### config.mk
export PLATFORM = sky130hd
export DESIGN_NAME = seq_mult_32
export DESIGN_NICKNAME = d
export VERILOG_FILES = /design/src/rtl/seq_mult_32.sv
export SDC_FILE = /design/constraint.sdc
export NUM_CORES = 1
export LEC_CHECK = 0
export BUFFER_PORTS_ARGS = -buffer_cell sky130_fd_sc_hd__buf_2
export CAP_MARGIN = 10
export CORE_MARGIN = 5
export CORE_UTILIZATION = 40
export DETAILED_ROUTE_END_ITERATION = 8
export PLACE_DENSITY = 0.7
export SETUP_SLACK_MARGIN = 0.5
export SYNTH_ARGS = -nofsm -noshare
export SYNTH_HDL_FRONTEND = slang
export SYNTH_SLANG_ARGS = --single-unit
export TNS_END_PERCENT = 20
### constraint.sdc
create_clock -name CLK -period 22.8 [get_ports CLK]
set_clock_uncertainty 0.1 [all_clocks]
set_input_delay 2.28 -clock CLK [delete_from_list [all_inputs] [get_ports CLK]]
set_output_delay 2.28 -clock CLK [all_outputs]
set_load 0.1 [all_outputs]
### src/rtl/seq_mult_32.sv
//==============================================================================
// Module      : seq_mult_32
// Description : 32x32 signed sequential multiplier. Radix-2 Booth, one step
//               per clock, all add/subtract through one ripple-carry unit.
// Revision    : 1.0 - initial release
//==============================================================================
`default_nettype none

`ifndef DATA_INDEX_LIMIT
`define DATA_INDEX_LIMIT 31
`endif

module RC_ADD_SUB_32 (
  input  logic [`DATA_INDEX_LIMIT:0] A,
  input  logic [`DATA_INDEX_LIMIT:0] B,
  input  logic                       SnA,
  output logic [`DATA_INDEX_LIMIT:0] Y,
  output logic                       CO
);
  localparam int c_width = `DATA_INDEX_LIMIT + 1;

  // Subtraction is A + ~B + 1: invert B and feed SnA in as the carry
  logic [c_width:0]   w_carry;
  logic [c_width-1:0] w_b;

  assign w_carry[0] = SnA;
  assign w_b        = B ^ {c_width{SnA}};

  genvar i;
  generate
    for (i = 0; i < c_width; i++) begin : g_fa
      assign Y[i]         = A[i] ^ w_b[i] ^ w_carry[i];
      assign w_carry[i+1] = (A[i] & w_b[i]) | (w_carry[i] & (A[i] ^ w_b[i]));
    end
  endgenerate

  assign CO = w_carry[c_width];
endmodule

module seq_mult_32 (
  input  logic                       CLK,
  input  logic                       RST,
  input  logic                       START,
  input  logic [`DATA_INDEX_LIMIT:0] A,
  input  logic [`DATA_INDEX_LIMIT:0] B,
  output logic [`DATA_INDEX_LIMIT:0] HI,
  output logic [`DATA_INDEX_LIMIT:0] LO,
  output logic                       BUSY,
  output logic                       DONE
);
  localparam int c_width = `DATA_INDEX_LIMIT + 1;

  typedef enum logic [1:0] {
    S_IDLE = 2'd0,
    S_RUN  = 2'd1,
    S_DONE = 2'd2
  } state_t;

  state_t             r_state;
  state_t             w_state_nxt;
  logic [c_width-1:0] r_m;
  logic [c_width-1:0] r_acc;
  logic [c_width-1:0] r_q;
  logic               r_q_1;
  logic [5:0]         r_cnt;

  logic [1:0]         w_sel;
  logic               w_sna;
  logic               w_do_op;
  logic [c_width-1:0] w_sum;
  logic [c_width-1:0] w_b_eff;
  logic [c_width-1:0] w_r;
  logic               w_v;
  logic               w_s;
  logic               w_co_unused;

  assign w_sel   = {r_q[0], r_q_1};
  assign w_sna   = (w_sel == 2'b10);
  assign w_do_op = w_sel[1] ^ w_sel[0];

  RC_ADD_SUB_32 u_addsub (
    .A   (r_acc),
    .B   (r_m),
    .SnA (w_sna),
    .Y   (w_sum),
    .CO  (w_co_unused)
  );

  // Sign of the true 33-bit result: the 32-bit sign corrected by overflow,
  // so that ACC - 0x80000000 shifts in the right sign bit.
  assign w_b_eff = r_m ^ {c_width{w_sna}};
  assign w_r     = w_do_op ? w_sum : r_acc;
  assign w_v     = w_do_op & (r_acc[c_width-1] == w_b_eff[c_width-1])
                           & (w_sum[c_width-1] != r_acc[c_width-1]);
  assign w_s     = w_r[c_width-1] ^ w_v;

  always_comb begin
    w_state_nxt = r_state;
    case (r_state)
      S_IDLE:  if (START) w_state_nxt = S_RUN;
      S_RUN:   if (r_cnt == 6'd31) w_state_nxt = S_DONE;
      S_DONE:  w_state_nxt = S_IDLE;
      default: w_state_nxt = S_IDLE;
    endcase
  end

  always_ff @(posedge CLK) begin
    if (!RST) begin
      r_state <= S_IDLE;
      r_m     <= '0;
      r_acc   <= '0;
      r_q     <= '0;
      r_q_1   <= 1'b0;
      r_cnt   <= '0;
    end else begin
      r_state <= w_state_nxt;
      if (r_state == S_IDLE && START) begin
        r_m   <= A;
        r_q   <= B;
        r_acc <= '0;
        r_q_1 <= 1'b0;
        r_cnt <= '0;
      end else if (r_state == S_RUN) begin
        r_acc <= {w_s, w_r[c_width-1:1]};
        r_q   <= {w_r[0], r_q[c_width-1:1]};
        r_q_1 <= r_q[0];
        r_cnt <= r_cnt + 6'd1;
      end
    end
  end

  assign HI   = r_acc;
  assign LO   = r_q;
  assign BUSY = (r_state != S_IDLE);
  assign DONE = (r_state == S_DONE);
endmodule

`default_nettype wire

# After elaboration in Yosys (flattened, before gate mapping)
# Cells that the tools add are included.
[classes] addsub=1 n_eq_ne=8 mux=6 bitwise_logic=163 reduce_logical=6
[ops] cell="$mux W32" n=3
[ops] cell="$xor A1 B1 Y1" n=66
[ops] cell="$and A1 B1 Y1" n=64
[ops] cell="$xor A32 B32 Y32" n=1
[ops] cell="$or A1 B1 Y1" n=31
[ops] cell="$add A6 B1 Y6 const B" n=1
[ops] cell="$eq A6 B5 Y1 const B" n=1
[ops] cell="$eq A2 B2 Y1 const B" n=2
[ops] cell="$mux W2" n=2
[ops] cell="$ne A2 B2 Y1 const B" n=2
[ops] cell="$pmux W2 S2" n=1
[ops] cell="$reduce_bool A2 Y1" n=2
[ops] cell="$eq A2 B1 Y1 const B" n=1
[ops] cell="$logic_not A2 Y1" n=1
[ops] cell="$reduce_and A2 Y1" n=1
[ops] cell="$reduce_or A2 Y1" n=1
[ops] cell="$eq A1 B1 Y1" n=1
[ops] cell="$logic_and A1 B1 Y1" n=1
[ops] cell="$ne A1 B1 Y1" n=1
[ops] cell="$not A1 Y1" n=1
[totals] regBits=105 inputBits=67 output_inout_bits=66 elab_cells=190

# Longest topological paths before layout
[logic_depth] ltp_word=69 ltp_mapped=40 depth_no_buf=38

# Modules after synthesis
# From an unflattened synthesis, not the netlist that was laid out.
[hier_totals] cells_unflattened=605 area_unflattened_um2=5550.3
[by_module_without_submodules] mod="seq_mult_32" n_inst=1 cells_each=476 area_per_inst_um2=4334.2
[by_module_without_submodules] mod="RC_ADD_SUB_32" n_inst=1 cells_each=129 area_per_inst_um2=1216.2

# Worst setup path before layout
# Ideal clock, no wire load.
[synth_path] path_type="reg2reg" start="register r_q[0], in the netlist LO[0]" end="register r_acc[30], in the netlist HI[30]" setup_time_ns=0.079 arrival_ns=13.676 required_ns=22.621 path_slack_ns=8.945 stages_incl_launch_ff=40 path_buffers=2 period_less_slack_ns=13.855 path_cell_list="dfxtp_1 ha_1 buf_6 buf_2 mux2i_1 fa_1 fa_1 fa_1 fa_1 fa_1 fa_1 fa_1 fa_1 fa_1 fa_1 fa_1 fa_1 fa_1 (+4 left out) fa_1 fa_1 fa_1 fa_1 fa_1 fa_1 fa_1 fa_1 fa_1 fa_1 fa_1 inv_1 fa_1 inv_1 fa_1 xor3_1 or3_1 a32oi_1"
[synth_via] elab_chain_len=67 word_cells_on_any_way=130
[synth_rtl] item="start: declaration" line_no="63" source="logic [c_width-1:0] r_q;"
[synth_rtl] item="start signal: assignment" line_no="125" source="r_q <= {w_r[0], r_q[c_width-1:1]};"
[synth_rtl] item="$eq A2 B2 Y1" line_no="78" source="assign w_sna = (w_sel == 2'b10);"
[synth_rtl] item="$xor A32 B32 Y32" line_no="27" source="assign w_b = B ^ {c_width{SnA}};"
[synth_rtl] item="$xor A1 B1 Y1" line_no="33" source="assign w_carry[i+1] = (A[i] & w_b[i]) | (w_carry[i] & (A[i] ^ w_b[i]));"
[synth_rtl] item="$and A1 B1 Y1" line_no="33"
[synth_rtl] item="$or A1 B1 Y1" line_no="33"
[synth_rtl] item="$and A1 B1 Y1" line_no="33"
[synth_rtl] item="$or A1 B1 Y1" line_no="33"
[synth_rtl] item="$and A1 B1 Y1" line_no="33"
[synth_rtl] item="(+51 left out)"
[synth_rtl] item="$and A1 B1 Y1" line_no="33"
[synth_rtl] item="$or A1 B1 Y1" line_no="33"
[synth_rtl] item="$and A1 B1 Y1" line_no="33"
[synth_rtl] item="$or A1 B1 Y1" line_no="33"
[synth_rtl] item="$and A1 B1 Y1" line_no="33"
[synth_rtl] item="$or A1 B1 Y1" line_no="33"
[synth_rtl] item="$xor A1 B1 Y1" line_no="32" source="assign Y[i] = A[i] ^ w_b[i] ^ w_carry[i];"
[synth_rtl] item="$mux W32 (*)" line_no="92" source="assign w_r = w_do_op ? w_sum : r_acc;"
[synth_rtl] item="end signal: assignment" line_no="124" source="r_acc <= {w_s, w_r[c_width-1:1]};"
[synth_rtl] item="end: declaration" line_no="62" source="logic [c_width-1:0] r_acc;"
# Mark *: on every way between the ends. The rest lies on a longest branch, timed or not.
# A chain may end at the register's enable or synchronous reset.

# Worst setup path in the final report
# Same ends and word-level chain as after synthesis.

==> impl_metrics.tcl <==
set metrics [dict create \
    ys_ff_latch 105 \
    worst_hold_slack_ns 0.371 \
    clock-root-buffer "clkbuf_16" \
    final_cell_mix "132 x nand2_1, 132 x buf_2, 105 x dfxtp_1, 64 x a21boi_0" \
    finalHoldViolations 0 \
    via_count 4534 \
    final_util 0.483 \
    setup_viol 0 \
    syn_area_per_cell_um2 8.95 \
    syn_inst 608 \
    grtUsageMet1 0.205 \
    slowest_stage "buf_4" \
    status "finished clean" \
    dieHeight_um 127 \
    powerDensity_nw_per_um2 68.3 \
    cp-start-kind "register" \
    period_share 0.606 \
    nNetsFinal 812 \
    crit_top_cell "fa_1" \
    synth-warning-count 0 \
    gp_congestion 0.791 \
    grt_pass1_vias 4635 \
    ant_nets 0 \
    antenna_found_initial 0 \
    htree_levels 3 \
    initial_utilization 0.409 \
    port_buffers 132 \
    synth.net_count 707 \
    rows 42 \
    power.leakage_uw 0.00233 \
    dr.pass1.iters 5 \
    grt-ovfl-total 0 \
    clockBufferDepth 2 \
    cts_made_buffers 9 \
    clock.fmax_ghz 0.0723 \
    cts_setup_buffers 0 \
    area_growth_pct 18.1 \
    io_pins 133 \
    critPathKind "register to register" \
    drive_gt1_frac 0.225 \
    busiest_layer "met2" \
    synth_cell_type_count 41 \
    clk_pin_slew_ns 0.06 \
    fill_cells 1253 \
    grt_pass1_wl_um 22300 \
    cp.required_ns 22.96 \
    synth-seq-area-share 0.386 \
    synth_area_um2 5440 \
    cts_resized 0 \
    cts_tree "yes" \
    max_stage_delay_ns 0.44 \
    die-area_um2 16000 \
    ir_worst_vdd_mv 0.0476 \
    grt_use_total 0.169 \
    die_x_um 127 \
    grt_max_degree 72 \
    synth_top_cell_by_area "dfxtp_1" \
    finalMaxSlewViolations 0 \
    yosys.area.top_type_share 0.386 \
    drv_cap 0 \
    arrival_ns 13.99 \
    setup_tns_ns 0 \
    drtIter0Drc 195 \
    grt_use_met3 0.0647 \
    dpl.hpwl_um 9430 \
    path_max_fanout 33 \
    fin_crit_ns 13.82 \
    wirelength_um 13200 \
    hold_path_class "register to register" \
    max_slew.worst_pin.slew_ns 0.959 \
    vias_per_cell 5.08 \
    coreArea_um2 13300 \
    drc 0 \
    post_drt_wl_per_cell_um 14.8 \
    insertion_delay_ns 0.35 \
    cts.sinks 105 \
    cts_hold_buf 0 \
    crit_path_end_kind "register" \
    synthTopCellsByArea "dfxtp_1 39%, fa_1 11%, nand2_1 9.1%, a21boi_0 8.8%, xnor2_1 5.0%" \
    slew-limit-headroom 0.360 \
    grtUsageMet2 0.280 \
    rsz0062_at_grt "false" \
]
==> kinds of logic (layout without fill, tap and decap cells) <==
kind of cell               Yosys count  after routing  synth area share
and+or+nand+nor                    183            183             0.149
muxes                                2              2           0.00368
AOI/OAI and AO/OA                  171            171             0.220
other                                0              1                 0
buffers and inverters               80            188            0.0667
adders and majority gates           32             32             0.115
xor gates and xnor gates            35             35            0.0591
DFF                                105            105             0.386
==> power breakdown <==
group,switching [µW],internal [µW],leakage [µW]
registers,7.32,192,0.000857
clock network,66.1,73.0,0.000126
logic,72.4,27.5,0.00135
==> through the flow <==
step                worst slack (ns)  cells  area [µm²]  power, µW
global placement                9.23    878        6170        302
CTS                             8.95    892        6420        444
global route                    8.41    892        6420        460
detailed placement              9.00    878        6170        304
floorplan                       8.95    608        5440        283
finish                          8.98    893        6420        438
==> per-layer routing <==
metal	wire [µm]	up-vias
met5	0	-
met4	168	0
met3	1210	14
met2	6200	160
met1	5630	2126
li1	-	2234
==> cell type report <==
class	instances	area, µm²	area share
Sequential cell	105	2100	0.327
Tap cell	176	220	0.0343
Clock buffer	11	233	0.0362
Timing Repair Buffer	141	728	0.113
Antenna cell	1	2.50	0.000390
Multi-Input combinational cell	423	2990	0.466
Clock inverter	3	18.8	0.00292
Inverter	33	124	0.0193
==> cells in the mapped netlist <==
cell and n:
and2b_1 1, or2_2 1, clkbuf_1 19, a21oi_2 1, o31ai_1 2, and2_1 1
mux2i_1 2, xor3_1 1, nor2_1 3, buf_6 4, or3_1 3, nand2_1 132
nor2b_1 1, xnor2_1 31, or3b_1 1, a31o_2 1, o211ai_1 29, nand3_1 3
nor3b_1 1, fa_1 30, dfxtp_1 105, nand3b_1 1, a21oi_1 33, a32o_1 1
a22oi_1 31, buf_4 1, o21ai_0 4, xor2_1 3, or4_4 1, a211oi_1 1
ha_1 2, nand2b_1 32, nor3_1 1, a31oi_1 1, a32oi_1 1, o22ai_1 1
inv_1 33, a21boi_0 64, buf_2 23, nand4_1 1, o21bai_1 1
==> state kept, by name, indices dropped and copies added (netlist names) <==
| signal | flops |
|---|---|
| r_m | 32 |
| r_q_1 | 1 |
| HI | 32 |
| LO | 32 |
| r_cnt | 6 |
| r_state | 2 |
==> worst max-delay path, delay by kind of cell (launching register included) <==
family                   cells  cell delay, ns
XOR/XNOR                     2            0.37
AND/OR/NAND/NOR              1            0.32
adder cells (fa/ha/maj)     31           11.77
buffers and inverters        3            0.57
flip-flops                   1            0.38
AO/OA/AOI/OAI                1            0.19
==> path summary, 6_finish.rpt <==
kind / startpoint / to / slack (ns) / depth (start not counted)
worst min-delay path: r_q_1 / r_q_1 / 0.37 / 2
worst max-delay path: LO[0] / HI[30] / 8.98 / 38
worst max register to register: LO[0] / HI[30] / 8.98 / 38
worst min register to register: r_q_1 / r_q_1 / 0.37 / 2
(Power assumes the default switching activity.)
